$ cat config.mk
export PLATFORM = sky130hd
export DESIGN_NAME = alu1_result_stage
export DESIGN_NICKNAME = d
export VERILOG_FILES = /design/src/rtl/alu1_pkg.sv /design/src/rtl/alu1_result_stage_skid.sv /design/src/rtl/alu1_result_stage.sv
export SDC_FILE = /design/constraint.sdc
export NUM_CORES = 1
export LEC_CHECK = 0
export CORE_MARGIN = 1.5
export CORE_UTILIZATION = 41
export CTS_CLUSTER_DIAMETER = 60
export DETAILED_ROUTE_END_ITERATION = 8
export MAX_ROUTING_LAYER = met4
export PLACE_DENSITY = 0.71
export SYNTH_ARGS = -nofsm -noshare
export SYNTH_HDL_FRONTEND = slang
export SYNTH_SLANG_ARGS = --single-unit
$ cat constraint.sdc
create_clock -name clk -period 1.3 [get_ports clk]
set_input_delay 0.26 -clock clk [delete_from_list [all_inputs] [get_ports clk]]
set_output_delay 0.26 -clock clk [all_outputs]
set_load 0.02 [all_outputs]
$ cat src/rtl/alu1_pkg.sv
// Shared types, constants and flag derivation for the Alu1 result stage.
package alu1_pkg;

    localparam int ALU1_CMD_WIDTH = 2;
    localparam logic [ALU1_CMD_WIDTH-1:0] CMD_ADD = 2'd0;
    localparam logic [ALU1_CMD_WIDTH-1:0] CMD_SUB = 2'd1;

    localparam int FLAG_Z = 0;
    localparam int FLAG_C = 1;
    localparam int FLAG_N = 2;
    localparam int FLAG_V = 3;

    typedef logic [3:0] alu1_flags_t;

    typedef enum logic [1:0] {
        EMPTY = 2'd0,
        ONE   = 2'd1,
        TWO   = 2'd2
    } occ_t;

    // Overflow is judged on operand/result sign bits; SUB sees the un-inverted b operand.
    function automatic alu1_flags_t calc_flags(
        input logic [ALU1_CMD_WIDTH-1:0] cmd,
        input logic                      a_msb,
        input logic                      b_msb,
        input logic                      res_msb,
        input logic                      res_zero,
        input logic                      co
    );
        alu1_flags_t f;
        f = 4'b0000;
        case (cmd)
            CMD_ADD: begin
                f[FLAG_V] = (a_msb == b_msb) & (res_msb != a_msb);
                f[FLAG_N] = res_msb;
                f[FLAG_C] = co;
                f[FLAG_Z] = res_zero;
            end
            CMD_SUB: begin
                f[FLAG_V] = (a_msb != b_msb) & (res_msb != a_msb);
                f[FLAG_N] = res_msb;
                f[FLAG_C] = co;
                f[FLAG_Z] = res_zero;
            end
            default: f = 4'b0000;
        endcase
        return f;
    endfunction

endpackage

$ cat src/rtl/alu1_result_stage_skid.sv
// Two-entry skid buffer: output register plus one skid register, with a registered in_ready.
module skid_buf2
    import alu1_pkg::*;
#(
    parameter int DW = 16
) (
    input  logic          clk,
    input  logic          rst_n,
    input  logic          in_valid,
    output logic          in_ready,
    input  logic [DW-1:0] din,
    output logic          out_valid,
    input  logic          out_ready,
    output logic [DW-1:0] dout
);

    occ_t          state_r;
    occ_t          state_nxt_s;
    logic          in_ready_r;
    logic          out_valid_r;
    logic [DW-1:0] dout_r;
    logic [DW-1:0] skid_r;
    logic          push_s;
    logic          pop_s;
    logic          load_out_s;
    logic          load_skid_s;
    logic          skid_to_out_s;

    assign push_s = in_valid & in_ready_r;
    assign pop_s  = out_valid_r & out_ready;

    // Occupancy next-state and storage load selects.
    always_comb begin
        state_nxt_s   = state_r;
        load_out_s    = 1'b0;
        load_skid_s   = 1'b0;
        skid_to_out_s = 1'b0;
        case (state_r)
            EMPTY: begin
                if (push_s) begin
                    state_nxt_s = ONE;
                    load_out_s  = 1'b1;
                end else begin
                    state_nxt_s = EMPTY;
                end
            end
            ONE: begin
                if (push_s && !pop_s) begin
                    state_nxt_s = TWO;
                    load_skid_s = 1'b1;
                end else if (pop_s && !push_s) begin
                    state_nxt_s = EMPTY;
                end else if (push_s && pop_s) begin
                    state_nxt_s = ONE;
                    load_out_s  = 1'b1;
                end else begin
                    state_nxt_s = ONE;
                end
            end
            TWO: begin
                if (pop_s) begin
                    state_nxt_s   = ONE;
                    skid_to_out_s = 1'b1;
                end else begin
                    state_nxt_s = TWO;
                end
            end
            default: state_nxt_s = EMPTY;
        endcase
    end

    // State, handshake flags and data registers.
    always_ff @(posedge clk) begin
        if (!rst_n) begin
            state_r     <= EMPTY;
            in_ready_r  <= 1'b1;
            out_valid_r <= 1'b0;
            dout_r      <= '0;
            skid_r      <= '0;
        end else begin
            state_r     <= state_nxt_s;
            in_ready_r  <= (state_nxt_s != TWO);
            out_valid_r <= (state_nxt_s != EMPTY);
            if (load_out_s) begin
                dout_r <= din;
            end else if (skid_to_out_s) begin
                dout_r <= skid_r;
            end
            if (load_skid_s) begin
                skid_r <= din;
            end
        end
    end

    assign in_ready  = in_ready_r;
    assign out_valid = out_valid_r;
    assign dout      = dout_r;

endmodule

$ cat src/rtl/alu1_result_stage.sv
// Alu1 result stage: derives Z/N/C/V at accept time and buffers result, tag and flags
// through a two-entry skid buffer; also tracks illegal commands and retired results.
module alu1_result_stage
    import alu1_pkg::*;
#(
    parameter int WIDTH = 8,
    parameter int TAG_W = 4,
    parameter int CNT_W = 16
) (
    input  logic                      clk,
    input  logic                      rst_n,
    input  logic                      in_valid,
    output logic                      in_ready,
    input  logic [ALU1_CMD_WIDTH-1:0] in_cmd,
    input  logic                      in_a_msb,
    input  logic                      in_b_msb,
    input  logic                      in_co,
    input  logic [WIDTH-1:0]          in_res,
    input  logic [TAG_W-1:0]          in_tag,
    output logic                      out_valid,
    input  logic                      out_ready,
    output logic [WIDTH-1:0]          out_res,
    output logic [TAG_W-1:0]          out_tag,
    output alu1_flags_t               out_flags,
    output logic                      err_illegal,
    output logic [CNT_W-1:0]          retired_cnt
);

    localparam int DW = WIDTH + TAG_W + 4;

    alu1_flags_t      flags_s;
    logic [DW-1:0]    din_s;
    logic [DW-1:0]    dout_s;
    logic             push_s;
    logic             pop_s;
    logic             illegal_s;
    logic             err_illegal_r;
    logic [CNT_W-1:0] retired_cnt_r;

    assign flags_s   = calc_flags(in_cmd, in_a_msb, in_b_msb, in_res[WIDTH-1],
                                  (in_res == {WIDTH{1'b0}}), in_co);
    assign din_s     = {flags_s, in_tag, in_res};
    assign push_s    = in_valid & in_ready;
    assign pop_s     = out_valid & out_ready;
    assign illegal_s = (in_cmd != CMD_ADD) && (in_cmd != CMD_SUB);

    skid_buf2 #(.DW(DW)) u_skid (
        .clk       (clk),
        .rst_n     (rst_n),
        .in_valid  (in_valid),
        .in_ready  (in_ready),
        .din       (din_s),
        .out_valid (out_valid),
        .out_ready (out_ready),
        .dout      (dout_s)
    );

    // Sticky illegal-command error and wrapping retired-result counter.
    always_ff @(posedge clk) begin
        if (!rst_n) begin
            err_illegal_r <= 1'b0;
            retired_cnt_r <= '0;
        end else begin
            if (push_s && illegal_s) begin
                err_illegal_r <= 1'b1;
            end
            if (pop_s) begin
                retired_cnt_r <= retired_cnt_r + {{(CNT_W-1){1'b0}}, 1'b1};
            end
        end
    end

    assign out_res     = dout_s[WIDTH-1:0];
    assign out_tag     = dout_s[WIDTH+TAG_W-1:WIDTH];
    assign out_flags   = dout_s[DW-1:WIDTH+TAG_W];
    assign err_illegal = err_illegal_r;
    assign retired_cnt = retired_cnt_r;

endmodule

==> qor.yml <==
status: "complete, but fails checks"
violations_in_the_final_reports: "negative setup slack"
min_to: "u_skid.skid_r[6]"
die-height_um: 76.35
core_um2: 5140
min_path_cells: 4
cts-buffers-inserted: 5
clock-sinks: 53
p_sw_uw: 1046
nNetsFinal: 386
synth_top_family_by_area: "simple AND/OR/NAND/NOR gates"
hold_path_startpoint: "in_res[6]"
drt_iter0_markers: 199
syn_inst: 258
grt.total_usage_pct: 22.49
synth-compound-area-share_pct: 18.26
place.port_buffers: 55
layout.cells.most_common_list: "48 x buf_4, 38 x nand2_1, 35 x dfxtp_1"
placementRows: 26
cts_tree: "yes"
setup_ws_ns: -0.07795
synthesis.yosys.warnings: 0
number_of_pins_exceeding_their_max_slew_limit_in_the_final_report: 0
drt_total_wl_um: 6487
crit_path_max_fanout: 5
area_delta_synth_final_pct: 65.06
synth.net_count: 280
worstReg2RegEnd: "retired_cnt[11]"
cts-hold-fix-buffers: 0
share_of_flip_flops_with_an_asynchronous_set_or_reset_after_synthesis_pct: 0
reg2reg_depth: 4
vias: 2268
synth-seq-cells: 53
synth-adder-area-share_pct: 0.5672
synthesis.area_per_instance_um2: 8.550
cts-htree-levels: 2
synth_cell_type_count: 39
finalHoldViolations: 0
synth_simple_gate_area_share_pct: 23.94
overflow: 0
ratio_of_cells_with_drive_above_1_in_the_final_layout_pct: 45.48
relSlewSlack_pct: 77.00
antenna_found_initial: 0
drc: 0
remaining_antenna_violation_count: 0
clk-insertion-delay-late_ns: 0.32
floorplan.die_area_um2: 5829
p_per_area_nw_per_um2: 963.9
clk_root_buffer_cell: "clkbuf_8"
max_slew.worst_pin.slew_ns: 0.3355
final_period_minus_worst_setup_slack_ns: 1.378
grt_first_pass_wirelength_um: 10350
pin_count_of_the_biggest_net_entering_global_routing: 29
timing.critical_path.to_type: "register"
max-cap-violations: 0
drtPass1Iterations: 6
routabilityCongestion: 0.8342
timing_worst_setup_path_type: "register to register"
synth-main-ff-cell: "dfxtp_1"
synth-xor-area-share_pct: 4.368
p_seq_share_pct: 49.7
layout.cell_area.non_filler_um2: 3641
unrepaired_setup_endpoints_after_global_routing: "true"
num_antenna_cells: 0
setup_viol_count_final: 24
final_min_period_over_clock_period_pct: 106.0
vdd_ir_drop_max_uv: 596.2
fmaxAchievable_mhz: 725.7
final_common_cell: "buf_4"
worst_ep_required_time_ns: 1.54
syn-cell-area_um2: 2206
die_w_um: 76.35
wire_per_inst_um: 14.91
critPathLaunchType: "register"
crit-reg2reg-launch: "retired_cnt[4]"
cts_buffer_depth: 2
reg2reg_slack_ns: -0.08
detail_route.vias_per_cell: 5.214
cp_data_arrival_time_ns: 1.61
sw_frac_of_total_pct: 29.80
share_clk_of_total_power_pct: 27.6
initial_utilization_pct: 42.92
num_io_pins: 56
first_global_vias: 2193
synth_sequential_area_ratio_pct: 48.10
power_report.internal_total_uw: 2464
hold_class: "input pin to register"
post_route_worst_hold_slack_ns: 0.3553
p_leak_uw: 0.001443
fin_skew_ns: 0.01286
placedInstanceArea_um2: 3303
synth_edf_count: 0
worst_setup_hold_path_clk_slew_ns: 0.11
power_frac_comb_pct: 22.7
hpwlAfterDp_um: 4322
muxShareOfSynthArea_pct: 1.475
==> final cells by class <==
class                      count  area, um^2
sequential                    53        1116
multi-input combinational    189        1369
inverter                       3       11.26
clock inverter                 3       23.77
clock buffer                   5       68.82
tap                           70       87.58
fill                         419        1499
timing repair buffer         112       964.7
==> state kept, by name, summed over array words and instances (netlist names) <==
| signal | cells |
|---|---|
| err_illegal | 1 |
| u_skid.skid_r | 16 |
| u_skid.state_r | 2 |
| retired_cnt | 16 |
| u_skid.out_valid | 1 |
| u_skid.in_ready | 1 |
| u_skid.dout | 16 |
==> Yosys cell counts (2+ instances only) <==
cell | number | share of area (%)
a22oi_1 | 14 | 4.8
o31ai_1 | 4 | 1.4
nand4_1 | 5 | 1.4
and2_1 | 2 | 0.57
nor2b_1 | 6 | 1.7
nand2_1 | 53 | 9.0
xor2_1 | 8 | 3.2
or4_1 | 4 | 1.4
nand3_1 | 7 | 1.6
nor3_1 | 2 | 0.45
a21oi_1 | 38 | 8.6
xnor2_1 | 3 | 1.2
buf_2 | 7 | 1.6
dfxtp_1 | 53 | 48
clkbuf_1 | 6 | 1.0
nor4_1 | 3 | 0.85
mux2_2 | 2 | 1.0
a211oi_1 | 2 | 0.68
o21ai_0 | 2 | 0.45
inv_1 | 2 | 0.34
nor2_1 | 15 | 2.6
and4_1 | 3 | 1.2
==> how the worst max path moves through the flow <==
stage | from | to | slack [ns] | cells past startpoint
5_1_grt | u_skid.in_ready | u_skid.dout[9] | -0.14 | 6
2_1_floorplan | retired_cnt[3] | retired_cnt[11] | -0.12 | 4
4_1_cts | retired_cnt[4] | retired_cnt[11] | -0.1 | 4
3_3_place_gp | out_ready | u_skid.dout[15] | -0.57 | 5
6_report | retired_cnt[4] | retired_cnt[11] | -0.08 | 4
3_5_place_dp | out_ready | u_skid.dout[15] | -0.63 | 5
==> per-stage QoR <==
| step | worst slack, ns | power (uW) | setup TNS [ns] | instances | util, % |
|---|---|---|---|---|---|
| after detailed placement | -0.6283 | 2444 | -22.81 | 419 | 64.26 |
| after global routing | -0.1383 | 3670 | -3.056 | 435 | 70.84 |
| after global placement | -0.5678 | 2427 | -20.96 | 419 | 64.26 |
| after floorplan | -0.1240 | 2125 | -1.001 | 258 | - |
| final | -0.07795 | 3509 | -0.8494 | 435 | 70.84 |
| after CTS | -0.09565 | 3417 | -0.5261 | 431 | 66.97 |
==> power groups by stage <==
stage          clock, uW  combinational (uW)  sequential [uW]
6_report             970                 796             1740
5_1_grt             1070                 846             1760
4_1_cts              996                 687             1730
3_5_place_dp           0                 672             1770
3_3_place_gp           0                 658             1770
2_1_floorplan          0                 287             1840
==> timing repair <==
item                       4_1_cts  5_1_grt
setup buffers                    3        1
setup endpoints to repair       77       59
gates resized for setup         88       73
gates cloned                     1        3
pin swaps                       16       36
==> worst max-delay path: stages (launching register included) <==
cell and delay [ns]:
dfxtp_4 0.35, and4_4 0.26, nand3_4 0.09, or4_1 0.47, a21oi_1 0.13
==> kinds of logic after synthesis <==
kind of cell	after synthesis
compound gates	66
flops	53
simple gates	107
mux	3
buf+inv	17
xor+xnor	11
fa+ha+maj	1
==> metal layers <==
layer	track usage (%)	up-vias	wire, um
li1	-	1125	-
met5	-	-	0
met4	7.037	0	112
met1	28.11	1084	2840
met2	36.34	49	3285
met3	4.910	10	248
No activity file was read; power rests on OpenSTA's default activity.
